--- src/rtl/move_input_conditioner.sv ---
// move_input_conditioner: synchronises and debounces the four board buttons
// and turns them into one-hot, single-cycle move pulses (priority R > L > U > D).
// Optional feature macro: MOVE_REPEAT_EN -- when defined, a held direction
// auto-repeats (REPEAT_DELAY to the first repeat, then every REPEAT_PERIOD);
// when undefined, each distinct press yields exactly one pulse.
module move_input_conditioner #(
  parameter int unsigned DEBOUNCE_CYCLES = 250000,
  parameter int unsigned REPEAT_DELAY    = 6250000,
  parameter int unsigned REPEAT_PERIOD   = 1250000
) (
  input  logic       move_clk,
  input  logic       Reset_n,
  input  logic       BtnU,
  input  logic       BtnD,
  input  logic       BtnL,
  input  logic       BtnR,
  output logic       Up,
  output logic       Down,
  output logic       Left,
  output logic       Right,
  output logic [3:0] btn_level
);

  localparam int unsigned DW = $clog2(DEBOUNCE_CYCLES);
`ifdef MOVE_REPEAT_EN
  localparam int unsigned RMAX = (REPEAT_DELAY > REPEAT_PERIOD) ? REPEAT_DELAY : REPEAT_PERIOD;
  localparam int unsigned RW   = $clog2(RMAX);
`endif

  // Elaboration-time guard on parameter ranges
  if (DEBOUNCE_CYCLES < 2 || REPEAT_DELAY < 2 || REPEAT_PERIOD < 2) begin : g_param_chk
    $error("move_input_conditioner: all timing parameters must be >= 2");
  end

  // Bit order everywhere is {U,D,L,R}
  typedef enum logic [1:0] {
    IDLE  = 2'd0,
    FIRST = 2'd1
`ifdef MOVE_REPEAT_EN
    , REPEAT = 2'd2
`endif
  } state_t;

  logic [3:0]    raw;
  logic [3:0]    sync1;
  logic [3:0]    sync2;
  logic [3:0]    deb;
  logic [DW-1:0] cnt [4];
  logic [3:0]    active;
  logic [3:0]    latched;
  logic [3:0]    latched_nxt;
  logic [3:0]    pulse;
  logic [3:0]    pulse_nxt;
  state_t        state;
  state_t        state_nxt;
`ifdef MOVE_REPEAT_EN
  logic [RW-1:0] rcnt;
  logic [RW-1:0] rcnt_nxt;
`endif

  assign raw = {BtnU, BtnD, BtnL, BtnR};

  // Two-flop synchroniser for the asynchronous button inputs
  always_ff @(posedge move_clk) begin
    if (!Reset_n) begin
      sync1 <= '0;
      sync2 <= '0;
    end else begin
      sync1 <= raw;
      sync2 <= sync1;
    end
  end

  // Per-button debounce: level changes only after DEBOUNCE_CYCLES stable samples
  always_ff @(posedge move_clk) begin
    for (int i = 0; i < 4; i++) begin
      if (!Reset_n) begin
        cnt[i] <= '0;
        deb[i] <= 1'b0;
      end else if (sync2[i] == deb[i]) begin
        cnt[i] <= '0;
      end else if (cnt[i] == DW'(DEBOUNCE_CYCLES - 1)) begin
        deb[i] <= sync2[i];
        cnt[i] <= '0;
      end else begin
        cnt[i] <= cnt[i] + DW'(1);
      end
    end
  end

  assign btn_level = deb;

  // Highest-priority debounced direction, one-hot (R > L > U > D)
  always_comb begin
    active = '0;
    if (deb[0])      active = 4'b0001;
    else if (deb[1]) active = 4'b0010;
    else if (deb[3]) active = 4'b1000;
    else if (deb[2]) active = 4'b0100;
  end

  // FSM state register
  always_ff @(posedge move_clk) begin
    if (!Reset_n) state <= IDLE;
    else          state <= state_nxt;
  end

  // FSM next-state logic
  always_comb begin
    state_nxt = state;
    case (state)
      IDLE: begin
        if (active != '0) state_nxt = FIRST;
      end
`ifdef MOVE_REPEAT_EN
      FIRST, REPEAT: begin
`else
      FIRST: begin
`endif
        if (active == '0)           state_nxt = IDLE;
        else if (active != latched) state_nxt = FIRST;
`ifdef MOVE_REPEAT_EN
        else if (rcnt == '0)        state_nxt = REPEAT;
`endif
      end
      default: state_nxt = IDLE;
    endcase
  end

  // FSM output logic: next pulse, latched direction and repeat count
  always_comb begin
    pulse_nxt   = '0;
    latched_nxt = latched;
`ifdef MOVE_REPEAT_EN
    rcnt_nxt    = rcnt;
`endif
    case (state)
      IDLE: begin
        if (active != '0) begin
          pulse_nxt   = active;
          latched_nxt = active;
`ifdef MOVE_REPEAT_EN
          rcnt_nxt    = RW'(REPEAT_DELAY - 1);
`endif
        end
      end
`ifdef MOVE_REPEAT_EN
      FIRST, REPEAT: begin
`else
      FIRST: begin
`endif
        if (active == '0) begin
          latched_nxt = '0;
        end else if (active != latched) begin
          pulse_nxt   = active;
          latched_nxt = active;
`ifdef MOVE_REPEAT_EN
          rcnt_nxt    = RW'(REPEAT_DELAY - 1);
        end else if (rcnt == '0) begin
          pulse_nxt   = latched;
          rcnt_nxt    = RW'(REPEAT_PERIOD - 1);
        end else begin
          rcnt_nxt    = rcnt - RW'(1);
`endif
        end
      end
      default: latched_nxt = '0;
    endcase
  end

  // Registered pulses and direction/repeat bookkeeping
  always_ff @(posedge move_clk) begin
    if (!Reset_n) begin
      pulse   <= '0;
      latched <= '0;
`ifdef MOVE_REPEAT_EN
      rcnt    <= '0;
`endif
    end else begin
      pulse   <= pulse_nxt;
      latched <= latched_nxt;
`ifdef MOVE_REPEAT_EN
      rcnt    <= rcnt_nxt;
`endif
    end
  end

  assign Up    = pulse[3];
  assign Down  = pulse[2];
  assign Left  = pulse[1];
  assign Right = pulse[0];

endmodule
--- config.mk ---
export PLATFORM = sky130hd
export DESIGN_NAME = move_input_conditioner
export DESIGN_NICKNAME = d
export VERILOG_FILES = /design/src/rtl/move_input_conditioner.sv
export SDC_FILE = /design/constraint.sdc
export NUM_CORES = 1
export LEC_CHECK = 0
export ABC_AREA = 1
export CORE_MARGIN = 2
export CORE_UTILIZATION = 55
export DETAILED_ROUTE_END_ITERATION = 16
export PLACE_DENSITY_LB_ADDON = 0.12
export SLEW_MARGIN = 20
export SYNTH_ARGS = -nofsm -noshare
export SYNTH_HDL_FRONTEND = slang
export SYNTH_SLANG_ARGS = --single-unit
export TNS_END_PERCENT = 1
--- constraint.sdc ---
create_clock -name move_clk -period 1.65 [get_ports move_clk]
set_input_delay 0.33 -clock move_clk [delete_from_list [all_inputs] [get_ports move_clk]]
set_output_delay 0.33 -clock move_clk [all_outputs]
set_load 0.02 [all_outputs]
==> impl_metrics.yaml, run 1 <==
yosys:
  syn-mean-instance-area_um2: 8.50
  synthXorXnorAreaFrac: 0.0205
  seq_area_frac_synth: 0.504
  synth_area_leaders: "edfxtp_1 (42%), dfxtp_1 (8.2%), nand2_1 (8.0%), inv_1 (6.2%), nor2_1 (5.1%)"
  netlist_area_um2: 5120
  synth_top_cell_area_share: 0.422
  synthCells: 603
  synth_compound_area_frac: 0.0662
  yosys_warnings: 0
  yosysUniqueCellTypes: 41
  ys_ff_latch: 93
  synth_largest_area_cell: "edfxtp_1"
  yosys.area_share.simple: 0.322
  synth-adder-area-share: 0.00977
  synthMuxAreaShare: 0
  synth_top_family_by_area: "simple AND/OR/NAND/NOR gates"
timing:
  whs_ns: 0.425
  fin_ws_ns: -0.0280
  relSlewSlack: 0.659
  max_freq_mhz: 596
  tightest_slew_ns: 0.511
  setup_violations: 3
  fin_crit_ns: 1.68
  finalClockSkew_ns: 0.0155
  hold_viol: 0
  maxSlewViolCount: 0
  tns_ns: -0.0342
  rsz0062_at_grt: "true"
  fin_crit_sh: 1.02
die:
  pin_count: 14
  placement_rows: 35
  die_area_um2: 10100
  core_area_um2: 9150
  die-height_um: 101
  start_util: 0.560
  chipWidth_um: 101
clocking:
  clockBufferDepth: 2
  htreeDepth: 3
  cts_tree: "done"
  clk_pin_slew_ns: 0.10
  numCtsBuffers: 9
  clock_latency_ns: 0.36
  cts_sinks: 93
  cts_root_buffer: "clkbuf_8"
finish:
  num_antenna_cells: 0
  synthToLayoutAreaGrowth_pct: 29.0
  fin_cells: 879
  final_common_cell: "nand2_1"
  final_cell_mix: "nand2_1 (105), inv_1 (85), edfxtp_1 (72), conb_1 (72), buf_4 (70)"
  layout.nets: 773
  drive_gt1_frac: 0.219
global_route:
  track_usage: 0.218
  grt_pass1_wl_um: 17800
  grt_antenna_before_repair: 0
  grt_pass1_vias: 4188
  grt_max_degree: 18
  globalRoute.totalOverflow: 0
status:
  violations: "setup timing"
  status: "finished, violations left"
routing:
  viasPerCell: 5.06
  finalWirelength_um: 10900
  ant_nets: 0
  dr.pass1.iters: 5
  drc_errors: 0
  first_iter_violations: 182
  vias: 4451
  avgRoutedWirePerCell_um: 12.4
placement:
  post-place-cells: 855
  portBuffers: 13
  dp_hpwl_um: 7810
  gp_congestion: 0.897
critical_path:
  crit_required_ns: 1.85
  crit_arrival_ns: 1.88
  worstSetupPathType: "in -> reg"
  worstSetupStartpointType: "input port"
  rrSetupSlack_ns: 0
  cp_max_fo: 17
  crit_path_end_kind: "register"
power:
  ir_drop_uv: 475
  total_power_mw: 4.75
  p_leak_nw: 2.83
  power.density_nw_per_um2: 719
hold_path:
  hold_path.class: "reg -> reg"
flow_run:
  maxCapViolCount: 0
metrics by stage:
stage	setup slack [ns]	cell area, um^2	utilization
4_1_cts	-0.0360	6380	0.697
5_1_grt	-0.104	6610	0.722
2_1_floorplan	-0.0547	5390	-
3_3_place_gp	-0.234	6080	0.665
3_5_place_dp	-0.302	6080	0.665
6_report	-0.0280	6610	0.722
per-layer routing:
metal	share of wire	GRT usage	wire, um	vias up
li1	-	-	-	2288
met5	0	0	0	-
met2	0.52	0.389	5660	74
met3	0.030	0.0264	324	16
met1	0.44	0.269	4740	2073
met4	0.016	0.0864	170	0
cell usage after synthesis, drive strengths merged:
library cell    n
xnor2           3
or2             3
inv            89
clkbuf          2
and2            1
dfxtp          21
conb            1
buf             5
a31oi           2
o21bai          1
nor2           82
nand4          15
or3             1
a21oi          38
nor3           43
o21ai          19
nand3          45
nand2         120
and3            1
nor4            7
edfxtp         72
a21o            1
nand3b          3
ha              4
xor2            9
nor3b          15
critical path: stages:
cell	delay [ns]
clkdlybuf4s50_1	0.45
buf_4	0.15
o21ai_0	0.09
a21oi_1	0.42
nand2_8	0.19
nor3_1	0.24
cells by family (layout without fill, tap and decap cells):
logic type | Yosys count | count (layout)
and+or+nand+nor | 336 | 338
AOI/OAI and AO/OA | 61 | 61
DFF | 93 | 93
xor gates and xnor gates | 12 | 12
adders and majority gates | 4 | 4
other | 1 | 72
buffers and inverters | 96 | 188
sequential cells by signal, summed over array words and instances (netlist names):
register and flops:
state 1, cnt 72, pulse 4, latched 4, sync2 4, sync1 4
btn_level 4
layout make-up:
type                            instances  area [um^2]
Clock buffer                           11          141
Clock inverter                          5         82.6
Fill cell                             746         2540
Inverter                               89          334
Multi-Input combinational cell        487         2680
Sequential cell                        93         2580
Tap cell                              111          139
Timing Repair Buffer                   83          651
where the power goes:
part,switching [mW],leakage (nW),internal [mW]
combinational,0.199,1.81,0.133
sequential,0.0638,0.914,2.60
clock,0.848,0.110,0.904
worst paths after layout:
| check | start | end | depth (start not counted) |
|---|---|---|---|
| min reg2reg | sync1[0]$_SDFF_PN0_ | sync2[0]$_SDFF_PN0_ | 2 |
| max | Reset_n | cnt[2][9]$_SDFFCE_PN0P_ | 6 |
| max reg2reg | cnt[0][0]$_SDFFCE_PN0P_ | cnt[0][11]$_SDFFCE_PN0P_ | 7 |
| min | sync1[0]$_SDFF_PN0_ | sync2[0]$_SDFF_PN0_ | 2 |
what timing repair did:
| item | 4_1_cts | 5_1_grt |
|---|---|---|
| setup endpoints to repair | 74 | 74 |
| cloned | 0 | 2 |
| hold buffers | 0 | 0 |
| resized for setup | 19 | 41 |
| hold endpoints to repair | 0 | 0 |
| buffers inserted | 0 | 6 |
| pin swaps | 4 | 9 |
Power figures use the tool's default switching activity.
==> inputs of run 2 (changes only) <==
CORE_ASPECT_RATIO = 1.5   (was not set)
==> run 2 against run 1 <==
Net effect: the run still ends with setup timing left; combinational power decreased by 4%; largest power group unchanged; setup slack got worse by 0.013 ns; critical path depth unchanged; sequential share of layout area decreased by 0.38 points; clock power increased by 18%; first-iteration DRC count increased by 13%; global-route usage increased by 0.36 points.
==> impl_metrics.yaml, run 2 (synthesized netlist as in run 1, its figures left out) <==
finish:
  layout.nets: 771
  largest_reg_flops: 72
  top_register: "cnt"
  final_common_cell: "nand2_1"
  fin_area_um2: 6680
  fin_util: 0.731
  final_cell_mix: "nand2_1 (103), inv_1 (85), edfxtp_1 (72), conb_1 (72), buf_4 (68)"
  fin_cells: 878
  num_antenna_cells: 0
  synthToLayoutAreaGrowth_pct: 30.4
  drive_gt1_frac: 0.227
timing:
  hold_viol: 0
  finalClockSkew_ns: 0.00608
  maxSlewViolCount: 0
  fin_crit_ns: 1.69
  whs_ns: 0.392
  setup_violations: 19
  fin_crit_sh: 1.02
  fin_ws_ns: -0.0411
  max_freq_mhz: 591
  rsz0062_at_grt: "true"
clocking:
  cts_sinks: 93
  clk_pin_slew_ns: 0.06
  clock_latency_ns: 0.35
  numCtsBuffers: 9
  hold_buffers: 0
  htreeDepth: 3
  clockBufferDepth: 2
  cts_root_buffer: "clkbuf_16"
  cts_tree: "done"
die:
  die-height_um: 122
  start_util: 0.560
  die_area_um2: 10100
  placement_rows: 43
  chipWidth_um: 82.8
  pin_count: 14
  core_area_um2: 9150
routing:
  avgRoutedWirePerCell_um: 12.6
  vias: 4461
  viasPerCell: 5.08
  first_iter_violations: 206
  drc_errors: 0
  ant_nets: 0
  finalWirelength_um: 11100
  dr.pass1.iters: 4
power:
  p_leak_nw: 2.86
  power.density_nw_per_um2: 755
  power.internal_mw: 3.93
  p_seq_frac: 0.529
  swShare: 0.221
  combPwrFrac: 0.063
  ir_drop_uv: 579
  p_switching_mw: 1.11
  clock_power_share: 0.408
global_route:
  grt_pass1_wl_um: 18000
  globalRoute.totalOverflow: 0
  grt_antenna_before_repair: 0
  track_usage: 0.222
  grt_max_degree: 18
  grt_pass1_vias: 4310
placement:
  gp_congestion: 0.924
  place_area_um2: 6090
  portBuffers: 13
  post-place-ws_ns: -0.361
  dp_hpwl_um: 8020
  post-place-cells: 857
critical_path:
  crit_arrival_ns: 1.79
  cp_cell_sequence: "ha_2 -> nand4_1 -> nor3_2 -> nand2_2 -> nand2_4 -> nor3b_1"
  reg2reg_depth: 6
  worstSetupPathType: "reg -> reg"
  crit_path_end_kind: "register"
  critPathLaunch: "cnt[1][0]$_SDFFCE_PN0P_"
  worstSetupStartpointType: "register"
  cpPeakStageDelay_ns: 0.36
  r2r_end: "cnt[1][14]$_SDFFCE_PN0P_"
  worstReg2RegStart: "cnt[1][0]$_SDFFCE_PN0P_"
  slowest_stage: "edfxtp_1"
  cp_max_fo: 15
  crit_required_ns: 1.75
  rrSetupSlack_ns: -0.04
hold_path:
  min_path_cells: 3
  worstHoldEndpoint: "btn_level[2]$_SDFFE_PN0P_"
  hold_path.class: "in -> reg"
  min_from: "Reset_n"
status:
  status: "finished, violations left"
  violations: "setup timing"
flow_run:
  maxCapViolCount: 0
## run 2: stage by stage
step / power (mW) / setup TNS, ns
floorplan: 2.89 / -0.465
global placement: 2.99 / -14.49
detailed placement: 3.00 / -16.13
CTS: 5.05 / -0.453
global route: 5.23 / -4.49
finish: 5.05 / -0.523
## run 2: worst max path at each step
| stage | endpoint | slack, ns |
|---|---|---|
| finish | cnt[1][14]$_SDFFCE_PN0P_ | -0.04 |
| CTS | cnt[1][12]$_SDFFCE_PN0P_ | -0.10 |
| global route | cnt[1][13]$_SDFFCE_PN0P_ | -0.17 |
| global placement | cnt[2][16]$_SDFFCE_PN0P_ | -0.31 |
| detailed placement | cnt[0][16]$_SDFFCE_PN0P_ | -0.36 |
| floorplan | cnt[2][13]$_SDFFCE_PN0P_ | -0.05 |
## run 2: what timing repair did
action	CTS	global route
hold endpoints to repair	0	0
gates resized for setup	18	52
buffers inserted	0	4
cloned	0	1
setup endpoints to repair	74	80
pin swaps	3	16
## run 2: power groups by stage
stage / sequential [mW] / clock, mW / combinational [mW]
3_3_place_gp: 2.71 / 0 / 0.283
2_1_floorplan: 2.71 / 0 / 0.180
3_5_place_dp: 2.71 / 0 / 0.289
5_1_grt: 2.68 / 2.19 / 0.362
4_1_cts: 2.67 / 2.09 / 0.297
6_report: 2.67 / 2.06 / 0.320
## run 2: layout make-up
| cell class | count | area, um^2 |
|---|---|---|
| clock buffer | 11 | 243 |
| clock inverter | 5 | 50.0 |
| fill | 704 | 2460 |
| inverter | 89 | 334 |
| multi-input combinational | 486 | 2680 |
| sequential | 93 | 2590 |
| tap | 112 | 140 |
| timing repair buffer | 82 | 652 |
## run 2: worst max-delay path, delay by kind of cell, from the launching register on
kind	cells	cell delay (ns)
adder cells (fa/ha/maj)	1	0.21
flip-flops	1	0.36
AND/OR/NAND/NOR	5	0.88
## run 2: routing by layer
layer,up-vias,track usage,share of wire
met5,-,0,0
met4,0,0.107,0.029
met3,30,0.0511,0.035
met2,81,0.419,0.55
met1,2079,0.229,0.39
li1,2271,-,-
==> inputs of run 3 (changes only) <==
--- a/config.mk
+++ b/config.mk
@@ -12,4 +12,5 @@
 export DETAILED_ROUTE_END_ITERATION = 16
 export PLACE_DENSITY_LB_ADDON = 0.12
+export RECOVER_POWER = 25
 export SLEW_MARGIN = 20
 export SYNTH_ARGS = -nofsm -noshare
==> constraint.sdc (replaced) <==
create_clock -name move_clk -period 1.62 [get_ports move_clk]
set_input_delay 0.324 -clock move_clk [delete_from_list [all_inputs] [get_ports move_clk]]
set_output_delay 0.324 -clock move_clk [all_outputs]
set_load 0.01 [all_outputs]
==> run 3 against run 2 <==
Net effect: the flow still finishes with violations (setup timing); core utilization is 1.3 points higher; combinational power is 8.7% higher; via count grew 2.3%; sequential power grew 1%; sequential cell count is the same; die area did not move; hold slack got worse by 0.066 ns; wire length up 3.3%; first-iteration DRC count increased by 33%; global-route usage grew 1.0 points; setup slack got worse by 0.086 ns; critical path depth increased by 3; largest cell class unchanged; highest routed layer unchanged.
==> impl_metrics.yaml, run 3 (synthesized netlist as in run 1, its figures left out) <==
status:
  status: "finished, violations left"
  violations: "setup timing"
routing:
  dr.pass1.iters: 5
  drc_errors: 0
  finalWirelength_um: 11400
  vias: 4563
  first_iter_violations: 275
  avgRoutedWirePerCell_um: 12.8
  viasPerCell: 5.12
  ant_nets: 0
die:
  pin_count: 14
  placement_rows: 43
  die_area_um2: 10100
  die-height_um: 122
  core_area_um2: 9150
  start_util: 0.560
  chipWidth_um: 82.8
clocking:
  cts_sinks: 93
  hold_buffers: 0
  htreeDepth: 3
  clk_pin_slew_ns: 0.07
  cts_root_buffer: "clkbuf_16"
  clock_latency_ns: 0.34
  clockBufferDepth: 2
  cts_tree: "done"
  numCtsBuffers: 9
finish:
  largest_reg_flops: 72
  final_cell_mix: "nand2_1 (103), inv_1 (85), buf_4 (79), edfxtp_1 (72), conb_1 (72)"
  final_common_cell: "nand2_1"
  synthToLayoutAreaGrowth_pct: 32.6
  layout.nets: 785
  drive_gt1_frac: 0.244
  fin_cells: 892
  top_register: "cnt"
  num_antenna_cells: 0
timing:
  setup_violations: 22
  maxSlewViolCount: 0
  hold_viol: 0
  max_freq_mhz: 572
  finalClockSkew_ns: 0.00631
  rsz0062_at_grt: "true"
  fin_ws_ns: -0.127
  fin_crit_ns: 1.75
  tightest_slew_ns: 0.717
  relSlewSlack: 0.522
  fin_crit_sh: 1.08
global_route:
  grt_max_degree: 18
  track_usage: 0.232
  grt_pass1_vias: 4450
  globalRoute.totalOverflow: 0
  grt_antenna_before_repair: 0
  grt_pass1_wl_um: 19000
hold_path:
  worstHoldEndpoint: "btn_level[2]$_SDFFE_PN0P_"
  hold_path.class: "in -> reg"
  min_path_cells: 3
  min_from: "Reset_n"
critical_path:
  cp_max_fo: 5
  r2r_end: "cnt[2][16]$_SDFFCE_PN0P_"
  rrSetupSlack_ns: -0.13
  worstSetupStartpointType: "register"
  reg2reg_depth: 9
  crit_required_ns: 1.81
  worstReg2RegStart: "cnt[2][0]$_SDFFCE_PN0P_"
  crit_arrival_ns: 1.94
  worstSetupPathType: "reg -> reg"
  crit_path_end_kind: "register"
placement:
  post-place-cells: 872
  gp_congestion: 0.891
  portBuffers: 13
  dp_hpwl_um: 8320
  post-place-ws_ns: -0.365
power:
  p_leak_nw: 2.89
  power.density_nw_per_um2: 754
  ir_drop_uv: 608
flow_run:
  maxCapViolCount: 0
==> run 3: cell types whose count changed in the layout (fill, tap and decap cells not counted), sizes merged <==
cell	change
clkbuf	+1
buf	+12
dlymetal6s2s	-2
nand2	+1
clkinv	-1
inv	+3
clkdlybuf4s50	+1
bufinv	-1
==> run 3: worst max-delay path by stage <==
stage	start	end	slack, ns	cells after the start
detailed placement	Reset_n	cnt[0][13]$_SDFFCE_PN0P_	-0.37	5
finish	cnt[2][0]$_SDFFCE_PN0P_	cnt[2][16]$_SDFFCE_PN0P_	-0.13	9
global placement	Reset_n	cnt[0][16]$_SDFFCE_PN0P_	-0.32	5
global route	cnt[2][1]$_SDFFCE_PN0P_	cnt[2][16]$_SDFFCE_PN0P_	-0.21	9
floorplan	cnt[2][0]$_SDFFCE_PN0P_	cnt[2][13]$_SDFFCE_PN0P_	-0.08	9
CTS	cnt[0][1]$_SDFFCE_PN0P_	cnt[0][13]$_SDFFCE_PN0P_	-0.10	8
==> run 3: what timing repair did <==
action                                 in CTS  in global routing
cloned                                      0                  2
endpoints found under the hold margin       0                  0
setup buffers                               0                  2
pin swaps                                   5                 16
resized for setup                          31                 45
setup endpoints to repair                  74                 80
==> run 3: area by class of cell <==
cell class | count | area, um^2
Multi-Input combinational cell | 487 | 2710
Tap cell | 112 | 140
Sequential cell | 93 | 2590
Clock buffer | 10 | 250
Fill cell | 667 | 2350
Inverter | 89 | 334
Timing Repair Buffer | 95 | 738
Clock inverter | 6 | 42.5
==> run 3: critical path, stage by stage (launching register included) <==
cell      delay [ns]
edfxtp_1        0.36
ha_2            0.19
nand2_2         0.07
nor2_4          0.11
buf_4           0.13
inv_2           0.04
nor2_4          0.17
nand3_4         0.12
o21ai_1         0.19
nor3b_2         0.20
==> run 3: per-layer routing <==
metal / up-vias / share of wire / global-route usage
met5: - / 0 / 0
met4: 0 / 0.028 / 0.112
met3: 27 / 0.026 / 0.0410
met2: 86 / 0.56 / 0.450
met1: 2141 / 0.39 / 0.238
li1: 2309 / - / -
==> run 3: report_power, final <==
part | switching, mW | internal, mW
Clock | 0.919 | 1.14
Combinational | 0.211 | 0.137
Sequential | 0.0634 | 2.65
Total | 1.19 | 3.93
==> run 3: stage by stage <==
step | cell area, um^2 | util | total power, mW | TNS, ns | hold WS, ns
after detailed placement | 6200 | 0.678 | 3.08 | -16.76 | 0.404
final | 6800 | 0.743 | 5.12 | -0.699 | 0.326
after CTS | 6610 | 0.722 | 5.14 | -1.83 | 0.420
after global routing | 6800 | 0.743 | 5.32 | -5.39 | 0.363
after floorplan | 5390 | - | 2.94 | -1.25 | 0.390
after global placement | 6200 | 0.678 | 3.06 | -14.74 | 0.403
